`src/rtl/fpu_f32_pkg.sv`:
```
// Shared binary32 types, constants and operand classifiers for the F32 units.
// Classifiers treat denormals as zero.
package fpu_f32_pkg;

    typedef struct packed {
        logic        sign;
        logic [7:0]  exp;
        logic [22:0] man;
    } f32_t;

    localparam int          F32_BIAS    = 127;
    localparam logic [31:0] F32_QNAN    = 32'h7FC00000;
    localparam logic [7:0]  F32_EXP_MAX = 8'hFF;

    typedef enum logic [1:0] {StIdle, StMul, StNorm, StOut} mul_state_e;

    function automatic logic is_zero(f32_t x);
        return x.exp == 8'h00;
    endfunction

    function automatic logic is_inf(f32_t x);
        return (x.exp == F32_EXP_MAX) && (x.man == '0);
    endfunction

    function automatic logic is_nan(f32_t x);
        return (x.exp == F32_EXP_MAX) && (x.man != '0);
    endfunction

endpackage

```
`src/rtl/fpu_f32_norm_round.sv`:
```
// Normalises a 48-bit mantissa product, rounds to nearest even and packs a binary32
// result, saturating to Inf on overflow and flushing to zero on underflow.
module fpu_f32_norm_round
    import fpu_f32_pkg::*;
(
    input  logic [47:0]       prod,
    input  logic signed [9:0] exp_in,
    input  logic              sign,
    output logic [31:0]       result
);

    logic [22:0]       man;
    logic              guard;
    logic              sticky;
    logic              round_up;
    logic [23:0]       man_rnd;
    logic signed [9:0] exp_n;
    logic signed [9:0] exp_r;
    f32_t              res;

    always_comb begin
        if (prod[47]) begin
            man    = prod[46:24];
            guard  = prod[23];
            sticky = |prod[22:0];
            exp_n  = exp_in + 10'sd1;
        end else begin
            man    = prod[45:23];
            guard  = prod[22];
            sticky = |prod[21:0];
            exp_n  = exp_in;
        end
        round_up = guard & (sticky | man[0]);
        man_rnd  = {1'b0, man} + 24'(round_up);
        // A rounding carry leaves man_rnd[22:0] at zero, which is the wanted mantissa.
        exp_r    = man_rnd[23] ? exp_n + 10'sd1 : exp_n;

        res.sign = sign;
        res.exp  = exp_r[7:0];
        res.man  = man_rnd[22:0];
        if (exp_r >= 10'sd255) begin
            res.exp = F32_EXP_MAX;
            res.man = '0;
        end else if (exp_r <= 10'sd0) begin
            res.exp = '0;
            res.man = '0;
        end
        result = res;
    end

endmodule

```
`src/rtl/fpu_f32_mul_seq.sv`:
```
// Multi-cycle binary32 multiplier using an iterative shift-add mantissa datapath.
// Define FPU_F32_MUL_SEQ_RADIX4_EN to retire two multiplier bits per cycle.
module fpu_f32_mul_seq
    import fpu_f32_pkg::*;
#(
    parameter int BIAS  = F32_BIAS,
    parameter int MUL_W = 24
) (
    input  logic        CLK,
    input  logic        RST,
    input  logic        IN_VALID,
    output logic        IN_READY,
    input  logic [31:0] A,
    input  logic [31:0] B,
    output logic        OUT_VALID,
    input  logic        OUT_READY,
    output logic [31:0] O
);

`ifdef FPU_F32_MUL_SEQ_RADIX4_EN
    localparam int StepBits = 2;
`else
    localparam int StepBits = 1;
`endif
    localparam logic [4:0] LastStep = 5'(MUL_W / StepBits - 1);

    mul_state_e         state_q, state_d;
    logic [4:0]         cnt_q, cnt_d;
    logic [2*MUL_W-1:0] acc_q, acc_d, acc_step;
    logic [MUL_W-1:0]   mcand_q, mcand_d, man_a, acc_hi;
    logic signed [9:0]  exp_q, exp_d;
    logic               sign_q, sign_d;
    logic [31:0]        special_q, special_d;
    logic [31:0]        o_q, o_d;
    logic               out_valid_q, out_valid_d;
    logic [31:0]        norm_res;

    f32_t        a_f, b_f;
    logic        op_sign, res_nan, res_inf, res_zero;
    logic [31:0] special_res;

    assign a_f     = A;
    assign b_f     = B;
    assign op_sign = A[31] ^ B[31];
    assign res_nan = is_nan(a_f) | is_nan(b_f) | (is_inf(a_f) & is_zero(b_f)) |
                     (is_zero(a_f) & is_inf(b_f));
    assign res_inf  = is_inf(a_f) | is_inf(b_f);
    assign res_zero = is_zero(a_f) | is_zero(b_f);
    assign special_res = res_nan ? F32_QNAN :
                         res_inf ? {op_sign, F32_EXP_MAX, 23'h0} : {op_sign, 31'h0};

    assign man_a  = {1'b1, A[22:0]};
    assign acc_hi = acc_q[2*MUL_W-1:MUL_W];

    // Accumulator holds {partial product, unconsumed multiplier bits}; each step adds
    // into the upper half and shifts the whole register right.
`ifdef FPU_F32_MUL_SEQ_RADIX4_EN
    logic [MUL_W+1:0] mcand3_q, mcand3_d, addend, step_sum;

    always_comb begin
        unique case (acc_q[1:0])
            2'd0:    addend = '0;
            2'd1:    addend = {2'b00, mcand_q};
            2'd2:    addend = {1'b0, mcand_q, 1'b0};
            default: addend = mcand3_q;
        endcase
    end
    assign step_sum = {2'b00, acc_hi} + addend;
    assign acc_step = {step_sum, acc_q[MUL_W-1:2]};
    assign mcand3_d = (state_q == StIdle) ? {2'b00, man_a} + {1'b0, man_a, 1'b0} : mcand3_q;

    always_ff @(posedge CLK) begin
        if (RST) mcand3_q <= '0;
        else     mcand3_q <= mcand3_d;
    end
`else
    logic [MUL_W:0] step_sum;

    assign step_sum = {1'b0, acc_hi} + (acc_q[0] ? {1'b0, mcand_q} : '0);
    assign acc_step = {step_sum, acc_q[MUL_W-1:1]};
`endif

    always_comb begin
        state_d     = state_q;
        cnt_d       = cnt_q;
        acc_d       = acc_q;
        mcand_d     = mcand_q;
        exp_d       = exp_q;
        sign_d      = sign_q;
        special_d   = special_q;
        o_d         = o_q;
        out_valid_d = out_valid_q;
        unique case (state_q)
            StIdle: begin
                if (IN_VALID) begin
                    sign_d = op_sign;
                    if (res_nan | res_inf | res_zero) begin
                        special_d = special_res;
                        state_d   = StOut;
                    end else begin
                        mcand_d = man_a;
                        acc_d   = {{MUL_W{1'b0}}, 1'b1, B[22:0]};
                        exp_d   = {2'b00, A[30:23]} + {2'b00, B[30:23]} - 10'(BIAS);
                        cnt_d   = '0;
                        state_d = StMul;
                    end
                end
            end
            StMul: begin
                acc_d = acc_step;
                cnt_d = cnt_q + 5'd1;
                if (cnt_q == LastStep) state_d = StNorm;
            end
            StNorm: begin
                o_d         = norm_res;
                out_valid_d = 1'b1;
                state_d     = StOut;
            end
            StOut: begin
                // Special results arrive with valid low and are published one cycle later.
                if (!out_valid_q) begin
                    o_d         = special_q;
                    out_valid_d = 1'b1;
                end else if (OUT_READY) begin
                    out_valid_d = 1'b0;
                    state_d     = StIdle;
                end
            end
        endcase
    end

    always_ff @(posedge CLK) begin
        if (RST) begin
            state_q     <= StIdle;
            cnt_q       <= '0;
            acc_q       <= '0;
            mcand_q     <= '0;
            exp_q       <= '0;
            sign_q      <= 1'b0;
            special_q   <= '0;
            o_q         <= '0;
            out_valid_q <= 1'b0;
        end else begin
            state_q     <= state_d;
            cnt_q       <= cnt_d;
            acc_q       <= acc_d;
            mcand_q     <= mcand_d;
            exp_q       <= exp_d;
            sign_q      <= sign_d;
            special_q   <= special_d;
            o_q         <= o_d;
            out_valid_q <= out_valid_d;
        end
    end

    fpu_f32_norm_round u_norm_round (
        .prod   (acc_q),
        .exp_in (exp_q),
        .sign   (sign_q),
        .result (norm_res)
    );

    assign IN_READY  = (state_q == StIdle);
    assign OUT_VALID = out_valid_q;
    assign O         = o_q;

endmodule

```
`config.mk`:
```
export PLATFORM = sky130hd
export DESIGN_NAME = fpu_f32_mul_seq
export DESIGN_NICKNAME = d
export VERILOG_FILES = /design/src/rtl/fpu_f32_pkg.sv /design/src/rtl/fpu_f32_norm_round.sv /design/src/rtl/fpu_f32_mul_seq.sv
export SDC_FILE = /design/constraint.sdc
export NUM_CORES = 1
export LEC_CHECK = 0
export ABC_AREA = 1
export CORE_UTILIZATION = 35
export CTS_BUF_LIST = sky130_fd_sc_hd__clkbuf_8 sky130_fd_sc_hd__clkbuf_16
export CTS_CLUSTER_SIZE = 24
export DETAILED_ROUTE_END_ITERATION = 12
export PLACE_DENSITY = 0.61
export RECOVER_POWER = 25
export SKIP_CTS_REPAIR_TIMING = 1
export SLEW_MARGIN = 30
export SYNTH_ARGS = -nofsm -noshare
export SYNTH_HDL_FRONTEND = slang
export SYNTH_SLANG_ARGS = --single-unit
```
`constraint.sdc`:
```
create_clock -name CLK -period 2.35 [get_ports CLK]
set_input_delay 0.47 -clock CLK [delete_from_list [all_inputs] [get_ports CLK]]
set_output_delay 0.47 -clock CLK [all_outputs]
set_load 0.01 [all_outputs]
```
==> metrics.log, run 1 <==
INFO  metric synth_cells = between 1k and 1.5k
INFO  metric clock_tree_from_tritoncts = yes
INFO  metric io_pins = between 100 and 150
INFO  metric global_route_usage_over_all_layers = approximately a fifth
INFO  metric place_hpwl = 19.5 mm
INFO  metric main_combinational_cell_family_by_area_after_synthesis = simple AND/OR/NAND/NOR gates
INFO  metric grt_antenna_before_repair = 0
INFO  metric initial_core_utilization = about 36%
INFO  metric critPathSlowestCell = dfxtp_4
INFO  metric yosysWarningCount = 0
INFO  metric post_drt_wl_per_cell = 13.2 um
INFO  metric complex_gate_fraction_of_the_synthesized_area = 15.7%
INFO  metric period_share = 109%
INFO  metric final-hold-violation-count = 0
INFO  metric synth_largest_type_area_fraction = 28.8%
INFO  metric cap_violations = 0
INFO  metric cts.clk_slew.worst_paths = approximately 60 ps
INFO  metric worstPathRequired = approximately 2700 ps
INFO  metric io_buffer_count = between 100 and 150
INFO  metric post-route-worst-setup-slack = -212 ps
INFO  metric async_flop_share = 0%
INFO  metric timing.clock.skew = just under 10 ps
INFO  metric yosys.area_share.adder = under 10%
INFO  metric timing.hold.worst.class = register to register
INFO  metric cp.arrival = 2930 ps
INFO  metric wire_length_of_the_first_global_routing_pass = around 42 mm
INFO  metric share_of_post_route_cells_with_drive_strength_above_1 = 28.7%
INFO  metric post_synth.cell_area_avg = 6.40 um^2
INFO  metric drt-vias-per-instance = ~4.8
INFO  metric yosysTopAreaCell = dfxtp_1
INFO  metric edff_count_synth = 0
INFO  metric initialDrtViolationCount = 530
INFO  metric report.final.slew_viol_count = 0
INFO  metric synth_top_flop_cell = dfxtp_1
INFO  metric slack_of_the_worst_reg_to_reg_path = -210 ps
INFO  metric clk_path_buf_depth = 2
INFO  metric setup_viol_count_final = 34
INFO  metric n_antenna_cell = 0
INFO  metric critical_path.cell_chain = buf_6, nand2_1, nand2_2, nand2_2, inv_1, ha_2, nand2_1, nor2_2, nand2_2, nor2_2, inv_1, nor2_2, nand2_2, nor2_4, nand3_2, o21a_1, nor2_2, nand2_1, a21oi_2
INFO  metric synth_mux_area_share = 0%
INFO  metric unrepaired_setup_endpoints_after_global_routing = true
INFO  metric ys_types = 49
INFO  metric numClockSinks = approximately 130
INFO  metric status = complete, but fails checks
INFO  metric slowest_delay = 440 ps
INFO  metric grt_max_degree = 95
INFO  metric vdd_ir_drop_max = 0.000543 V
INFO  metric clock_tree.htree_level_count = 4
INFO  metric gp_congestion = 0.900
INFO  metric layout.nets = approximately 1.8k
INFO  metric grt_overflow_total = 0
INFO  metric fin_crit = approximately 2600 ps
INFO  metric syn2layout_area_growth = 52.4%
INFO  metric synth-xor-area-share = 3.28%
INFO  metric fp.dieH = approximately 160 um
INFO  metric cell_area_reported_after_detailed_placement = between 0.01 and 0.015 mm^2
INFO  metric number_of_global_route_vias_before_repair = 8725
INFO  metric die_w = about 160 um
INFO  metric final.fill_count = roughly 2.3k
INFO  metric postRouteAntennaNets = 0
INFO  metric rows = 57
INFO  metric timing.critical_path.fanout_max = 6
INFO  metric insertion_delay = around 430 ps
INFO  metric numCtsBuffers = 17
INFO  metric crit_path_launch_type = register
INFO  metric synth.yosys.seq_area_share = between 20% and 30%
INFO  metric power_per_cell_area = between 600 and 700 mW/mm^2
INFO  metric vias = slightly below 10k
INFO  metric worst_slack_at_placement = -489 ps
INFO  metric die-area = about 0.026 mm^2
INFO  metric power.static_leakage = between 6 and 7 nW
INFO  metric worst_slew_margin_rel = around two thirds
INFO  metric timing.setup.critical_path_class = register to register
INFO  metric timing_worst_slew_pin_value = about 500 ps
INFO  metric fp.coreArea = ~0.024 mm^2
INFO  metric route.detailed.drc = 0
INFO  metric mapped_cell_area = around 0.0088 mm^2
INFO  metric first_pass_iters = 5
INFO  metric fraction_of_the_mapped_netlist_area_in_simple_logic_gates = around a third
INFO  metric critical_path.endpoint_type = register
INFO  metric report.power.total = just over 9 mW
INFO  metric ys_seq_elements = ~130
INFO  metric synthesis.nets = 1486
INFO  metric final_design_area_no_fill = roughly 0.013 mm^2
INFO  metric synth_top_cells_by_area = dfxtp_1 (29%), nand2_1 (19%), a21oi_1 (7.2%)
INFO  metric drt-total-wl = around 27 mm
INFO  metric max_clock_freq = 390 MHz
INFO  metric clock_root_buffer = clkbuf_16
INFO  metric failed_checks = negative setup slack
final cells by class:
class | count | area, um^2 | area share (%)
sequential | 126 | 2530 | 19.0
clock inverter | 12 | 184 | 1.38
multi-input combinational | 1034 | 5990 | 44.9
tap | 324 | 405 | 3.04
clock buffer | 19 | 453 | 3.39
inverter | 158 | 599 | 4.49
timing repair buffer | 356 | 3180 | 23.9
cell families after synthesis:
kind of cell | after synthesis
AOI/OAI and AO/OA | 249
DFF | 126
xor gates and xnor gates | 32
buffers and inverters | 209
and+or+nand+nor | 704
adders and majority gates | 49
final timing paths:
path | startpoint | cells past startpoint | end
max | acc_q[47] | 19 | O[22]
min | O[4] | 2 | O[4]
max reg2reg | acc_q[47] | 19 | O[22]
min reg2reg | O[4] | 2 | O[4]
metal layers:
layer	part of all wire, %	vias to the layer above	track usage, %
li1	-	5101	-
met2	46	218	32.0
met4	2.3	0	6.41
met1	48	4306	27.1
met3	3.7	41	2.91
met5	0	-	0
flip-flops by register name, summed over array words and instances, names as in the netlist:
register	count
state_q	2
cnt_q	5
O	32
special_q	3
mcand_q	24
OUT_VALID	1
acc_q	48
exp_q	10
sign_q	1
worst max-delay path: cells and delay by family (launching register included):
family | cells | cell delay, ps
and+or+nand+nor | 13 | 1290
DFF | 1 | 440
AOI/OAI and AO/OA | 2 | 300
buffers and inverters | 3 | 280
adders and majority gates | 1 | 180
cell usage after synthesis (all sizes together), types with 11 or more instances:
library cell / number
a21oi: 137
a31oi: 13
clkbuf: 41
dfxtp: 126
ha: 47
inv: 154
nand2: 469
nand3: 59
nand4: 26
nor2: 104
nor3: 15
nor4: 13
o21ai: 81
or2: 11
xor2: 26
cells in the final DEF (no fill, tap or decap), drive strengths merged, types with 47 or more instances in the layout:
master	netlist	layout
buf	10	253
nand3	59	59
a21oi	137	137
ha	47	47
nor2	104	104
dfxtp	126	126
nand2	469	469
o21ai	81	81
inv	154	159
clkdlybuf4s50	0	58
report_power, final:
part	total [mW]	switching (mW)	internal (mW)
registers	2.67	0.219	2.45
clock network	2.90	1.07	1.83
logic	3.56	2.02	1.54
through the flow:
stage / util [%] / cells / setup TNS [ps] / hold WS (ps)
6_report: 54.6 / 2029 / -5010 / 458
5_1_grt: 54.6 / 2029 / -11920 / 480
4_1_cts: 50.8 / 2007 / -10660 / 461
3_5_place_dp: 48.2 / 1976 / -40880 / 453
3_3_place_gp: 48.2 / 1976 / -37760 / 452
2_1_floorplan: - / 1369 / 0 / 441
(Power assumes the default switching activity.)
==> inputs of run 2 (changes only) <==
--- a/config.mk
+++ b/config.mk
@@ -6,11 +6,12 @@
 export NUM_CORES = 1
 export LEC_CHECK = 0
 export ABC_AREA = 1
-export CORE_UTILIZATION = 35
+export CORE_UTILIZATION = 52
 export CTS_BUF_LIST = sky130_fd_sc_hd__clkbuf_8 sky130_fd_sc_hd__clkbuf_16
 export CTS_CLUSTER_SIZE = 24
 export DETAILED_ROUTE_END_ITERATION = 12
-export PLACE_DENSITY = 0.61
+export GPL_ROUTABILITY_DRIVEN = 0
+export PLACE_DENSITY = 0.83
 export RECOVER_POWER = 25
 export SKIP_CTS_REPAIR_TIMING = 1
 export SLEW_MARGIN = 30
==> run 2 against run 1 <==
  * The run still ends with negative setup slack left
  * Cell area increased by 0.46%
  * Non-clock buffer count decreased by 8
  * Sequential power increased by 1%
  * Via count increased by 24%
  * Final cell count decreased by 5.3%
  * Clock power decreased by 14%
  * Clock-buffer cell count decreased by 2
  * Worst setup slack got worse by 360 ps
  * Combinational power increased by 16%
  * Clock skew increased by 0.92 ps
  * Fmax decreased by 12%
  * First-iteration DRC count increased to 3.1 times the previous value
  * Critical path type unchanged
  * Highest routed layer unchanged
==> metrics.log, run 2 (synthesis gave the netlist of run 1 again) <==
INFO  metric final_common_cell = nand2_1 (unchanged)
INFO  metric power.static_leakage = 6.31 nW (was 6.23 nW)
INFO  metric cts.clk_slew.worst_paths = 60 ps (about the same)
INFO  metric report.power.total = 9.34 mW (was 9.13 mW)
INFO  metric clock_tree.htree_level_count = 4 (unchanged)
INFO  metric final-hold-violation-count = 0 (unchanged)
INFO  metric place_hpwl = 18.8 mm (was 19.5 mm)
INFO  metric cell_area_reported_after_detailed_placement = 0.0114 mm^2 (was 0.0118 mm^2)
INFO  metric final_layout_setup_total_negative_slack = -19040 ps (was -5010 ps)
INFO  metric seqCellArea = 0.00253 mm^2 (about the same)
INFO  metric max_clock_freq = 342 MHz (was 390 MHz)
INFO  metric global_route_usage_over_all_layers = 30.1% (was 19.9%)
INFO  metric vias = 12.0k (was 9666)
INFO  metric postRouteAntennaNets = 0 (unchanged)
INFO  metric worst_slew_margin_rel = 44.2% (was 67.5%)
INFO  metric worstPathRequired = 2710 ps (about the same)
INFO  metric io_pins = 102 (unchanged)
INFO  metric share_of_post_route_cells_with_drive_strength_above_1 = 31.2% (was 28.7%)
INFO  metric commonest_non_fill_non_tap_cells_in_the_layout = nand2_1 (405), buf_4 (216), inv_1 (131), dfxtp_1 (124), a21oi_1 (104) (was nand2_1 (419), buf_4 (235), inv_1 (136), dfxtp_1 (123), a21oi_1 (107))
INFO  metric drt-total-wl = 37.9 mm (was 26.7 mm)
INFO  metric initial_core_utilization = 53.0% (was 35.8%)
INFO  metric final.fill_count = 835 (was 2288)
INFO  metric die_w = 132 um (was 160 um)
INFO  metric status = complete, but fails checks (unchanged)
INFO  metric power_per_cell_area = 697 mW/mm^2 (was 684 mW/mm^2)
INFO  metric setup_viol_count_final = 60 (was 34)
INFO  metric grt_max_degree = 95 (unchanged)
INFO  metric die-area = 0.0174 mm^2 (was 0.0257 mm^2)
INFO  metric timing.clock.skew = 10.8 ps (was 9.93 ps)
INFO  metric initialDrtViolationCount = 1618 (was 530)
INFO  metric rows = 47 (was 57)
INFO  metric syn2layout_area_growth = 53.1% (was 52.4%)
INFO  metric largest_reg_flops = 48 (unchanged)
INFO  metric numClockSinks = 126 (unchanged)
INFO  metric grt_antenna_before_repair = 1 (was 0)
INFO  metric crit_path_launch_type = register (unchanged)
INFO  metric vdd_ir_drop_max = 0.000691 V (was 0.000543 V)
INFO  metric timing_worst_slew_pin_value = 830 ps (was 488 ps)
INFO  metric post_drt_wl_per_cell = 19.7 um (was 13.2 um)
INFO  metric fin_crit = 2930 ps (was 2560 ps)
INFO  metric multi_input_comb_area = 0.00628 mm^2 (was 0.00599 mm^2)
INFO  metric route.detailed.drc = 0 (unchanged)
INFO  metric unrepaired_setup_endpoints_after_global_routing = true (unchanged)
INFO  metric register_name_with_the_most_flops = acc_q (unchanged)
INFO  metric numCtsBuffers = 17 (unchanged)
INFO  metric post-route-worst-setup-slack = -576 ps (was -212 ps)
INFO  metric timing.setup.critical_path_class = register to register (unchanged)
INFO  metric period_share = 124% (was 109%)
INFO  metric cp.arrival = 3290 ps (was 2930 ps)
INFO  metric clock_tree_from_tritoncts = yes (unchanged)
INFO  metric clk_path_buf_depth = 2 (unchanged)
INFO  metric failed_checks = negative setup slack (unchanged)
INFO  metric fp.dieH = 132 um (was 160 um)
INFO  metric grt_overflow_total = 0 (unchanged)
INFO  metric timing.hold.worst.class = primary input to register (was register to register)
INFO  metric report.final.slew_viol_count = 0 (unchanged)
INFO  metric insertion_delay = 450 ps (was 430 ps)
INFO  metric fp.coreArea = 0.0165 mm^2 (was 0.0245 mm^2)
INFO  metric first_pass_iters = 7 (was 5)
INFO  metric layout.nets = 1803 (was 1810)
INFO  metric wire_length_of_the_first_global_routing_pass = 42.9 mm (was 41.9 mm)
INFO  metric drt-vias-per-instance = 6.23 (was 4.76)
INFO  metric final_design_area_no_fill = 0.0134 mm^2 (was 0.0133 mm^2)
INFO  metric io_buffer_count = 101 (unchanged)
INFO  metric number_of_global_route_vias_before_repair = 9505 (was 8725)
INFO  metric timing.critical_path.fanout_max = 6 (unchanged)
INFO  metric cap_violations = 0 (unchanged)
INFO  metric clock_root_buffer = clkbuf_16 (unchanged)
INFO  metric worst_slack_at_placement = -688 ps (was -489 ps)
INFO  metric critical_path.endpoint_type = register (unchanged)
run 2: worst paths after layout:
check,slack [ps],cells after the start,end,startpoint
min,350,3,acc_q[17],B[17]
min reg2reg,470,2,mcand_q[4],mcand_q[4]
max,-580,15,O[5],acc_q[29]
max reg2reg,-580,15,O[5],acc_q[29]
run 2: final cells by class:
cell class | instances | share of cell area (%)
clock inverters | 15 | 0.830
clock buffers | 17 | 3.17
multi-input cells | 1035 | 46.8
diodes | 2 | 0.0373
well taps | 220 | 2.05
repair buffers | 348 | 23.7
flip-flops and latches | 126 | 18.9
inverters | 158 | 4.48
run 2: metrics by stage:
| stage | utilization, % | instances | hold slack [ps] |
|---|---|---|---|
| 2_1_floorplan | - | 1369 | 441 |
| 3_3_place_gp | 68.8 | 1837 | 454 |
| 3_5_place_dp | 68.8 | 1837 | 457 |
| 4_1_cts | 72.1 | 1869 | 467 |
| 5_1_grt | 81.1 | 1919 | 371 |
| 6_report | 81.2 | 1921 | 353 |
run 2: layer usage:
layer / track usage, % / up-vias / share of wire, %
met5: 0 / - / 0
met4: 15.9 / 0 / 9.1
met3: 5.04 / 382 / 11
met2: 52.4 / 1077 / 45
met1: 35.5 / 5441 / 34
li1: - / 5062 / -
run 2: where the power goes:
group / total (mW) / switching, mW / internal [mW] / leakage [nW]
clock network: 2.50 / 1.14 / 1.36 / 0.265
logic: 4.13 / 2.46 / 1.67 / 5.02
registers: 2.71 / 0.257 / 2.45 / 1.03
run 2: worst max-delay path: stages (launching register included):
cell	delay, ps
dfxtp_1	690
nand2_1	200
nand2_2	130
nand2_2	80
nor2_4	120
nand3_2	110
nor2_4	170
buf_4	140
nand4_1	130
a21oi_2	200
nor2_2	80
nand3_4	120
nand2_2	110
nor2_4	240
nand2_1	130
a21oi_1	180
